## src/rtl/tagged_div_dispatcher.sv

```systemverilog
// Issue side of the tagged divider array: tags each accepted word, sends it round-robin to an eligible
// divider and bounds outstanding tags with credits. Define TAGGED_DISPATCH_STATS_EN for issue/stall counters.
`ifndef TAG_SIZE
`define TAG_SIZE 8
`endif

module tagged_div_dispatcher #(
  parameter int DIV_COUNT    = 16,
  parameter int TAG_SIZE     = `TAG_SIZE,
  parameter int DATA_W       = 96,
  parameter int MAX_INFLIGHT = 32,
  localparam int PTR_W       = (DIV_COUNT > 1) ? $clog2(DIV_COUNT) : 1,
  localparam int INF_W       = $clog2(MAX_INFLIGHT + 1)
) (
  input  logic                 clk,
  input  logic                 reset,
  input  logic                 in_valid,
  input  logic [DATA_W-1:0]    in_data,
  output logic                 in_ready,
  input  logic [DIV_COUNT-1:0] div_ready_in,
  input  logic [DIV_COUNT-1:0] fifo_overflow_in,
  input  logic                 retire_in,
  output logic [DIV_COUNT-1:0] div_valid_out,
  output logic [TAG_SIZE-1:0]  div_tag_out,
  output logic [DATA_W-1:0]    div_data_out,
  output logic [INF_W-1:0]     inflight_out,
  output logic                 underflow_err_out
`ifdef TAGGED_DISPATCH_STATS_EN
  ,
  output logic [31:0]          stat_issued_out,
  output logic [31:0]          stat_stall_out
`endif
);

  typedef enum logic [1:0] {
    ST_IDLE = 2'd0,
    ST_RUN  = 2'd1,
    ST_FULL = 2'd2
  } state_t;

  state_t               state_r;
  state_t               state_nxt_s;

  logic [DIV_COUNT-1:0] eligible_s;
  logic                 found_s;
  logic [PTR_W-1:0]     sel_s;
  logic [PTR_W-1:0]     rr_ptr_r;
  logic [PTR_W-1:0]     rr_nxt_s;
  logic [DIV_COUNT-1:0] onehot_s;
  logic                 credit_ok_s;
  logic                 ready_s;
  logic                 accept_s;

  logic [TAG_SIZE-1:0]  next_tag_r;
  logic [TAG_SIZE-1:0]  tag_inc_s;
  logic [INF_W-1:0]     inflight_r;
  logic [INF_W-1:0]     inflight_nxt_s;
  logic                 underflow_s;
  logic                 underflow_err_r;

  logic [DIV_COUNT-1:0] div_valid_r;
  logic [TAG_SIZE-1:0]  div_tag_r;
  logic [DATA_W-1:0]    div_data_r;

  // Round-robin pick: first eligible lane scanning upward from rr_ptr with wrap.
  always_comb begin
    int idx_v;
    idx_v      = 0;
    eligible_s = div_ready_in & ~fifo_overflow_in;
    sel_s      = rr_ptr_r;
    found_s    = 1'b0;
    for (int k = 0; k < DIV_COUNT; k++) begin
      idx_v = (int'(rr_ptr_r) + k) % DIV_COUNT;
      if (!found_s && eligible_s[idx_v[PTR_W-1:0]]) begin
        sel_s   = idx_v[PTR_W-1:0];
        found_s = 1'b1;
      end else begin
        found_s = found_s;
      end
    end
  end

  // Pointer, one-hot lane and tag successor for the word accepted this cycle.
  always_comb begin
    if (sel_s == PTR_W'(DIV_COUNT - 1)) begin
      rr_nxt_s = {PTR_W{1'b0}};
    end else begin
      rr_nxt_s = sel_s + PTR_W'(1);
    end
    onehot_s = {{(DIV_COUNT-1){1'b0}}, 1'b1} << sel_s;
    // Tag 0 is reserved, so the counter wraps from all-ones back to 1.
    if (next_tag_r == {TAG_SIZE{1'b1}}) begin
      tag_inc_s = TAG_SIZE'(1);
    end else begin
      tag_inc_s = next_tag_r + TAG_SIZE'(1);
    end
  end

  // Credit state register.
  always_ff @(posedge clk) begin
    if (reset) begin
      state_r <= ST_IDLE;
    end else begin
      state_r <= state_nxt_s;
    end
  end

  // Next credit state tracks the updated inflight count only.
  always_comb begin
    if (inflight_nxt_s == {INF_W{1'b0}}) begin
      state_nxt_s = ST_IDLE;
    end else if (inflight_nxt_s == INF_W'(MAX_INFLIGHT)) begin
      state_nxt_s = ST_FULL;
    end else begin
      state_nxt_s = ST_RUN;
    end
  end

  // Credit availability decoded from the credit state.
  always_comb begin
    case (state_r)
      ST_IDLE: credit_ok_s = 1'b1;
      ST_RUN:  credit_ok_s = 1'b1;
      ST_FULL: credit_ok_s = 1'b0;
      default: credit_ok_s = 1'b0;
    endcase
  end

  assign ready_s  = ~reset & found_s & credit_ok_s;
  assign accept_s = in_valid & ready_s;

  // Inflight update; a simultaneous accept and retire cancel out.
  always_comb begin
    inflight_nxt_s = inflight_r;
    underflow_s    = 1'b0;
    case ({accept_s, retire_in})
      2'b10: inflight_nxt_s = inflight_r + INF_W'(1);
      2'b01: begin
        if (inflight_r == {INF_W{1'b0}}) begin
          underflow_s = 1'b1;
        end else begin
          inflight_nxt_s = inflight_r - INF_W'(1);
        end
      end
      default: inflight_nxt_s = inflight_r;
    endcase
  end

  // Issue registers, tag/pointer state, credit counter and sticky underflow flag.
  always_ff @(posedge clk) begin
    if (reset) begin
      div_valid_r     <= {DIV_COUNT{1'b0}};
      div_tag_r       <= {TAG_SIZE{1'b0}};
      div_data_r      <= {DATA_W{1'b0}};
      next_tag_r      <= TAG_SIZE'(1);
      rr_ptr_r        <= {PTR_W{1'b0}};
      inflight_r      <= {INF_W{1'b0}};
      underflow_err_r <= 1'b0;
    end else begin
      inflight_r      <= inflight_nxt_s;
      underflow_err_r <= underflow_err_r | underflow_s;
      if (accept_s) begin
        div_valid_r <= onehot_s;
        div_tag_r   <= next_tag_r;
        div_data_r  <= in_data;
        next_tag_r  <= tag_inc_s;
        rr_ptr_r    <= rr_nxt_s;
      end else begin
        div_valid_r <= {DIV_COUNT{1'b0}};
      end
    end
  end

  assign in_ready          = ready_s;
  assign div_valid_out     = div_valid_r;
  assign div_tag_out       = div_tag_r;
  assign div_data_out      = div_data_r;
  assign inflight_out      = inflight_r;
  assign underflow_err_out = underflow_err_r;

`ifdef TAGGED_DISPATCH_STATS_EN
  logic [31:0] stat_issued_r;
  logic [31:0] stat_stall_r;

  // Saturating issue and stall counters.
  always_ff @(posedge clk) begin
    if (reset) begin
      stat_issued_r <= 32'd0;
      stat_stall_r  <= 32'd0;
    end else begin
      if (accept_s && (stat_issued_r != 32'hFFFF_FFFF)) begin
        stat_issued_r <= stat_issued_r + 32'd1;
      end else begin
        stat_issued_r <= stat_issued_r;
      end
      if (in_valid && !ready_s && (stat_stall_r != 32'hFFFF_FFFF)) begin
        stat_stall_r <= stat_stall_r + 32'd1;
      end else begin
        stat_stall_r <= stat_stall_r;
      end
    end
  end

  assign stat_issued_out = stat_issued_r;
  assign stat_stall_out  = stat_stall_r;
`endif

endmodule

```

## config.mk

```make
export PLATFORM = sky130hd
export DESIGN_NAME = tagged_div_dispatcher
export DESIGN_NICKNAME = d
export VERILOG_FILES = /design/src/rtl/tagged_div_dispatcher.sv
export SDC_FILE = /design/constraint.sdc
export NUM_CORES = 1
export LEC_CHECK = 0
export ABC_AREA = 1
export CAP_MARGIN = 25
export CORE_ASPECT_RATIO = 1.1
export CORE_MARGIN = 2
export CORE_UTILIZATION = 41
export CTS_CLUSTER_SIZE = 16
export DETAILED_ROUTE_END_ITERATION = 8
export PLACE_DENSITY = 0.78
export SYNTH_ARGS = -nofsm -noshare
export SYNTH_HDL_FRONTEND = slang
export SYNTH_SLANG_ARGS = --single-unit
```

## constraint.sdc

```tcl
create_clock -name clk -period 4.38 [get_ports clk]
set_input_delay 0.438 -clock clk [delete_from_list [all_inputs] [get_ports clk]]
set_output_delay 0.438 -clock clk [all_outputs]
set_load 0.05 [all_outputs]
```

==> flow_summary.ini, run 1 <==
[run_status]
status = completed

[global_routing]
antenna_found_initial = 0
use_met2_pct = 44.18
grt_pass1_wl_mm = 36.92
grt_busiest_layer = met2
grt_util_met3_pct = 9.382
use_met1_pct = 26.64
overflow = 0
grtUsageTotal_pct = 25.02
grt_pass1_vias = 7384
grt_max_degree = 115

[floorplanning]
row_count = 51
initial_utilization_pct = 41.49
die_w_um = 131.1
die_area_mm2 = 0.01884
die_h_um = 143.8
core_area_mm2 = 0.01755
pin_count = 260

[sta]
slew_violations = 0
worst_slew_pin_slew_ns = 0.7084
hold_viol_final = 0
fin_ws_ns = 0.3908
setup_viol = 0
final.period_utilization_pct = 91.08
slew_headroom_pct = 52.77
finClkSkew_ns = 0.01651
fmax_ghz = 0.2507
min_period_ns = 3.989

[cells_and_area]
nets = 1474
n_antenna_cell = 0
layout-drive-gt1-share_pct = 8.009
synthToLayoutAreaGrowth_pct = 46.40
utilization_pct = 60.74
num-fill-cells = 1590

[power_and_ir_drop]
powerDensity_mw_per_mm2 = 541.4
ir_drop_mv = 0.3134
p_int_mw = 3.125
switching_power_mw = 2.647
pwr-share-seq_pct = 24.9
leakage_nw = 4.389
pwr-share-comb_pct = 51.3
power.share.clock_pct = 23.8
swShare_pct = 45.86

[route]
wl_per_cell_um = 15.11
finalWirelength_mm = 23.79
drt_pass1_iterations = 7
drtAntennaViolNets = 0
first_iter_violations = 406
drc = 0
vias = 7824
viasPerCell = 4.971

[clock_network]
h-tree-depth = 4
cts.sink_count = 140
cts_root_buffer = clkbuf_16
insertion_delay_ns = 0.43
ctsHoldBuffers = 0
cts_tree = done
path_clk_slew_ns = 0.06
cts_inserted_buffers = 17
clockBufferDepth = 2

[worst_hold_path]
whs_endpoint = underflow_err_out
hold_start = underflow_err_out
hold_depth = 2
hold_path.class = register to register

[logic_synthesis]
yosysWarningCount = 0
avgSynthCellArea_um2 = 6.773
syn-cell-area_mm2 = 0.007281
yosysTopAreaCell = dfxtp_1
synthTopCellsByArea = dfxtp_1 38%, nand2_1 19%, a21oi_1 8.6%
ys_ff_latch = 140
synthCells = 1075
synth_top_area_share_pct = 38.49
yosysSeqAreaShare_pct = 38.49
synth_nets = 1226
synth_cell_type_count = 40

[run]
maxCapViolations = 0

[place]
gp_congestion = 0.9835
pre_cts_slack_ns = 0.2276
dpl.hpwl_mm = 17.78
place.port_buffers = 259

[critical_path]
rr_startpoint = rr_ptr_r[2]
path_max_fanout = 114
reg2reg_setup_slack_ns = 0.39
rr_worst_depth = 26
cp-end-kind = register
crit_arrival_ns = 4.29
critPathKind = register to register
cp-start-kind = register
cp.required_ns = 4.68
timing.rr.end = next_tag_r[6]
-- layout make-up --
class                   instances  area (um2)  share of cell area, %
well taps                     238       297.8                  2.794
flip-flops and latches        140        2804                  26.31
multi-input cells             781        3834                  35.97
clock buffers                  18       439.2                  4.120
clock inverters                14       130.1                  1.221
repair buffers                279        2763                  25.92
inverters                     104       391.6                  3.674
-- cells in the mapped netlist (all sizes together) --
master	count
nor2	58
a21o	1
o31ai	1
o21ai	39
nor3b	2
xor2	9
o211ai	2
xnor2	2
dfxtp	140
nor4	1
and3	1
o21a	1
nand3	123
clkbuf	18
nor3	3
a21oi	130
ha	19
o22ai	1
nand4	15
a22oi	1
inv	104
nand3b	1
buf	32
nand2	371
-- flip-flops by register name (all words and copies together) (netlist names) --
name	flops
underflow_err_out	1
inflight_out	6
state_r	1
next_tag_r	8
rr_ptr_r	4
div_data_out	96
div_valid_out	16
div_tag_out	8
-- stage by stage --
stage          cell area [um2]  power [mW]  instances  setup TNS, ns  hold slack, ns
5_1_grt                  10660       6.187       1574       -0.02602          0.4743
3_5_place_dp             10060       4.393       1540              0          0.4443
6_report                 10660       5.771       1574              0          0.4505
4_1_cts                  10630       5.776       1572              0          0.4533
2_1_floorplan             7281       3.564       1075              0          0.4616
3_3_place_gp             10060       4.360       1540              0          0.4369
-- cells in the final DEF, fill, tap and decap left out, types with 2 or more instances in the layout --
cell type	count
inv_2	17
clkbuf_16	17
buf_12	2
o21ai_0	33
nand2_4	4
a21oi_2	5
o21ai_1	5
inv_6	2
inv_1	86
nand3_2	3
nor2_8	2
clkinv_4	3
nor3b_1	2
nand3_1	118
xor2_1	7
o211ai_1	2
nand3_4	2
clkdlybuf4s50_1	257
clkinvlp_4	4
inv_8	5
buf_4	20
ha_1	19
nand4_1	14
a21oi_1	125
dfxtp_1	139
nor2_4	3
nand2_1	362
nor3_1	3
nor2_1	48
nor2_2	5
nand2_2	5
-- per-layer routing --
| metal | share of wire, % | wire length (um) | vias up |
|---|---|---|---|
| met4 | 3.9 | 917 | 0 |
| li1 | - | - | 3957 |
| met5 | 0 | 0 | - |
| met3 | 8.7 | 2080 | 61 |
| met2 | 50 | 12000 | 296 |
| met1 | 37 | 8795 | 3510 |
-- cells by family (layout without fill, tap and decap cells) --
family	Yosys count	in the layout	share of synthesized area [%]
XOR/XNOR	11	11	1.787
buffers and inverters	154	415	9.057
AO/OA/AOI/OAI	176	176	12.58
flip-flops	140	140	38.49
adder cells (fa/ha/maj)	19	19	3.265
AND/OR/NAND/NOR	575	575	34.82
-- worst max-delay path, stage by stage (launching register included) --
cell	delay [ns]
dfxtp_1	0.43
inv_2	0.15
ha_1	0.31
buf_4	0.18
o21ai_0	0.33
inv_1	0.11
o21ai_0	0.25
inv_1	0.11
nand4_4	0.10
inv_2	0.05
nand2_4	0.08
nor2_8	0.04
nand3_4	0.08
nor2_4	0.05
inv_2	0.09
nor2_2	0.05
nand4_1	0.08
nand2_1	0.07
inv_2	0.07
nand2_4	0.06
clkinv_2	0.07
buf_12	0.31
nand2_1	0.13
nor2_1	0.23
nand3_1	0.14
o21ai_1	0.14
a21oi_1	0.05
-- power by group through the flow --
stage                     logic, mW  clock network, mW  registers (mW)
after floorplan                1.79                  0            1.77
after global placement         2.90                  0            1.46
after detailed placement       2.93                  0            1.47
after CTS                      2.94               1.40            1.44
after global routing           3.29               1.45            1.45
final                          2.96               1.37            1.44
-- what timing repair did --
action / 4_1_cts / 5_1_grt
gates resized for setup: 0 / 5
setup buffers: 0 / 2
setup endpoints to repair: 0 / 10
-- how the worst max path moves through the flow --
stage | startpoint | cells past startpoint | to | slack (ns)
after floorplan | rr_ptr_r[1] | 32 | state_r[1] | 0.17
after global placement | fifo_overflow_in[0] | 30 | state_r[1] | 0.33
after detailed placement | rr_ptr_r[1] | 30 | state_r[1] | 0.23
after CTS | rr_ptr_r[1] | 30 | state_r[1] | 0.21
after global routing | rr_ptr_r[1] | 30 | state_r[1] | -0.03
final | rr_ptr_r[2] | 26 | next_tag_r[6] | 0.39
(Power assumes the default switching activity.)
==> run 2: changes to the inputs <==
--- a/config.mk
+++ b/config.mk
@@ -7,7 +7,6 @@
 export LEC_CHECK = 0
 export ABC_AREA = 1
 export CAP_MARGIN = 25
-export CORE_ASPECT_RATIO = 1.1
 export CORE_MARGIN = 2
 export CORE_UTILIZATION = 41
 export CTS_CLUSTER_SIZE = 16
==> run 2 against run 1 <==
Effect of this change: power rose by 3.0%; final area increased by 0.53%; via count is 0.74% lower; non-clock buffer count up 2; global-route usage is 0.45 points lower; flip-flop and latch count did not move; clock-buffer cell count rose by 1; final cell count shrank 0.70%; register-to-register slack gained 0.05 ns; largest power group unchanged; highest routed layer unchanged.
==> flow_summary.ini, run 2 (synthesized netlist as in run 1, its figures left out) <==
[floorplanning]
die_h_um = 137.3
pin_count = 260
initial_utilization_pct = 41.95
die_w_um = 137.3
die_area_mm2 = 0.01884
row_count = 48
core_area_mm2 = 0.01736

[route]
finalWirelength_mm = 23.00
viasPerCell = 4.969
vias = 7766
drc = 0
wl_per_cell_um = 14.72
drt_pass1_iterations = 5
drtAntennaViolNets = 0
first_iter_violations = 485

[global_routing]
antenna_found_initial = 0
grt_pass1_wl_mm = 36.22
grt_pass1_vias = 7388
grt_max_degree = 114
overflow = 0
grtUsageTotal_pct = 24.57

[sta]
worst_slew_pin_slew_ns = 0.6703
min_period_ns = 3.935
tns_ns = 0
slew_headroom_pct = 55.31
final.period_utilization_pct = 89.85
slew_violations = 0
finClkSkew_ns = 0.02383
fmax_ghz = 0.2541
fin_ws_ns = 0.4445
setup_viol = 0
hold_viol_final = 0
grt_setup_unrepaired = false

[critical_path]
timing.rr.end = state_r[1]
reg2reg_setup_slack_ns = 0.44
path_max_fanout = 20
rr_worst_depth = 30
critPathMaxStageDelay_ns = 0.38
rr_startpoint = rr_ptr_r[0]
cp.required_ns = 4.72
cp-end-kind = register
critPathKind = register to register
crit_arrival_ns = 4.28
cp-start-kind = register
crit_top_cell = inv_2
cp_slowest_cell = dfxtp_1

[run]
maxCapViolations = 0

[cells_and_area]
synthToLayoutAreaGrowth_pct = 47.17
largest_register_ffs = 96
layout-drive-gt1-share_pct = 8.296
utilization_pct = 61.74
nets = 1476
layout_common_cells = 362 x nand2_1, 257 x clkdlybuf4s50_1, 140 x dfxtp_1
final_common_cell = nand2_1
n_antenna_cell = 0

[clock_network]
insertion_delay_ns = 0.42
postCtsSetupBuffers = 0
cts_inserted_buffers = 17
path_clk_slew_ns = 0.06
h-tree-depth = 4
ctsResizeCount = 0
cts_tree = done
cts.sink_count = 140
ctsHoldBuffers = 0
cts_root_buffer = clkbuf_16
clockBufferDepth = 2

[place]
dpl.hpwl_mm = 17.36
pre_cts_slack_ns = 0.1313
place.port_buffers = 259
gp_congestion = 0.9500

[worst_hold_path]
hold_depth = 2
hold_start = div_data_out[75]
whs_endpoint = div_data_out[75]
hold_path.class = register to register

[power_and_ir_drop]
fin_total_pwr_mw = 5.947
leakage_nw = 4.428
powerDensity_mw_per_mm2 = 555.0
ir_drop_mv = 0.3886

[run_status]
status = completed
## run 2: cell count changes in the layout (fill, tap and decap cells not counted), sizes merged
| cell | before | now |
|---|---|---|
| bufinv | 0 | 3 |
| buf | 22 | 24 |
| clkinv | 4 | 1 |
| inv | 110 | 109 |
| clkbuf | 18 | 19 |
## run 2: through the flow
stage                     instance area (um2)  std cells  hold slack, ns
after CTS                               10690       1563          0.4641
after detailed placement                10060       1531          0.4544
final                                   10720       1563          0.4622
after floorplan                          7281       1075          0.4616
after global placement                  10060       1531          0.4502
after global routing                    10720       1563          0.4758
## run 2: critical path, delay by kind of cell (launching register included)
family                     cells  cell delay [ns]
and+or+nand+nor               20             2.07
buffers and inverters          7             0.71
adders and majority gates      2             0.53
DFF                            1             0.38
xor gates and xnor gates       1             0.20
## run 2: area by class of cell
| type | count | area, um2 |
|---|---|---|
| Multi-Input combinational cell | 781 | 3829 |
| Inverter | 104 | 391.6 |
| Clock buffer | 19 | 452.9 |
| Fill cell | 1540 | 6641 |
| Sequential cell | 140 | 2803 |
| Timing Repair Buffer | 281 | 2780 |
| Tap cell | 225 | 281.5 |
| Clock inverter | 13 | 177.7 |
## run 2: worst max path at each step
| stage | slack [ns] | to | startpoint | depth (start not counted) |
|---|---|---|---|---|
| finish | 0.44 | state_r[1] | rr_ptr_r[0] | 30 |
| global placement | 0.19 | next_tag_r[1] | div_ready_in[7] | 25 |
| global route | 0.02 | state_r[1] | rr_ptr_r[1] | 30 |
| detailed placement | 0.13 | div_data_out[95] | div_ready_in[7] | 25 |
| floorplan | 0.17 | state_r[1] | rr_ptr_r[1] | 32 |
| CTS | 0.24 | div_data_out[4] | rr_ptr_r[2] | 27 |
## run 2: metal layers
| metal | part of all wire, % | up-vias | GRT usage [%] |
|---|---|---|---|
| met1 | 39 | 3507 | 27.61 |
| met4 | 2.4 | 0 | 8.018 |
| met3 | 8.5 | 33 | 9.603 |
| met2 | 50 | 273 | 42.56 |
| li1 | - | 3953 | - |
| met5 | 0 | - | 0 |
## run 2: power by group
part           switching (mW)  internal (mW)
combinational            1.98           1.01
clock                   0.580          0.941
sequential             0.0593           1.38
total                    2.62           3.33
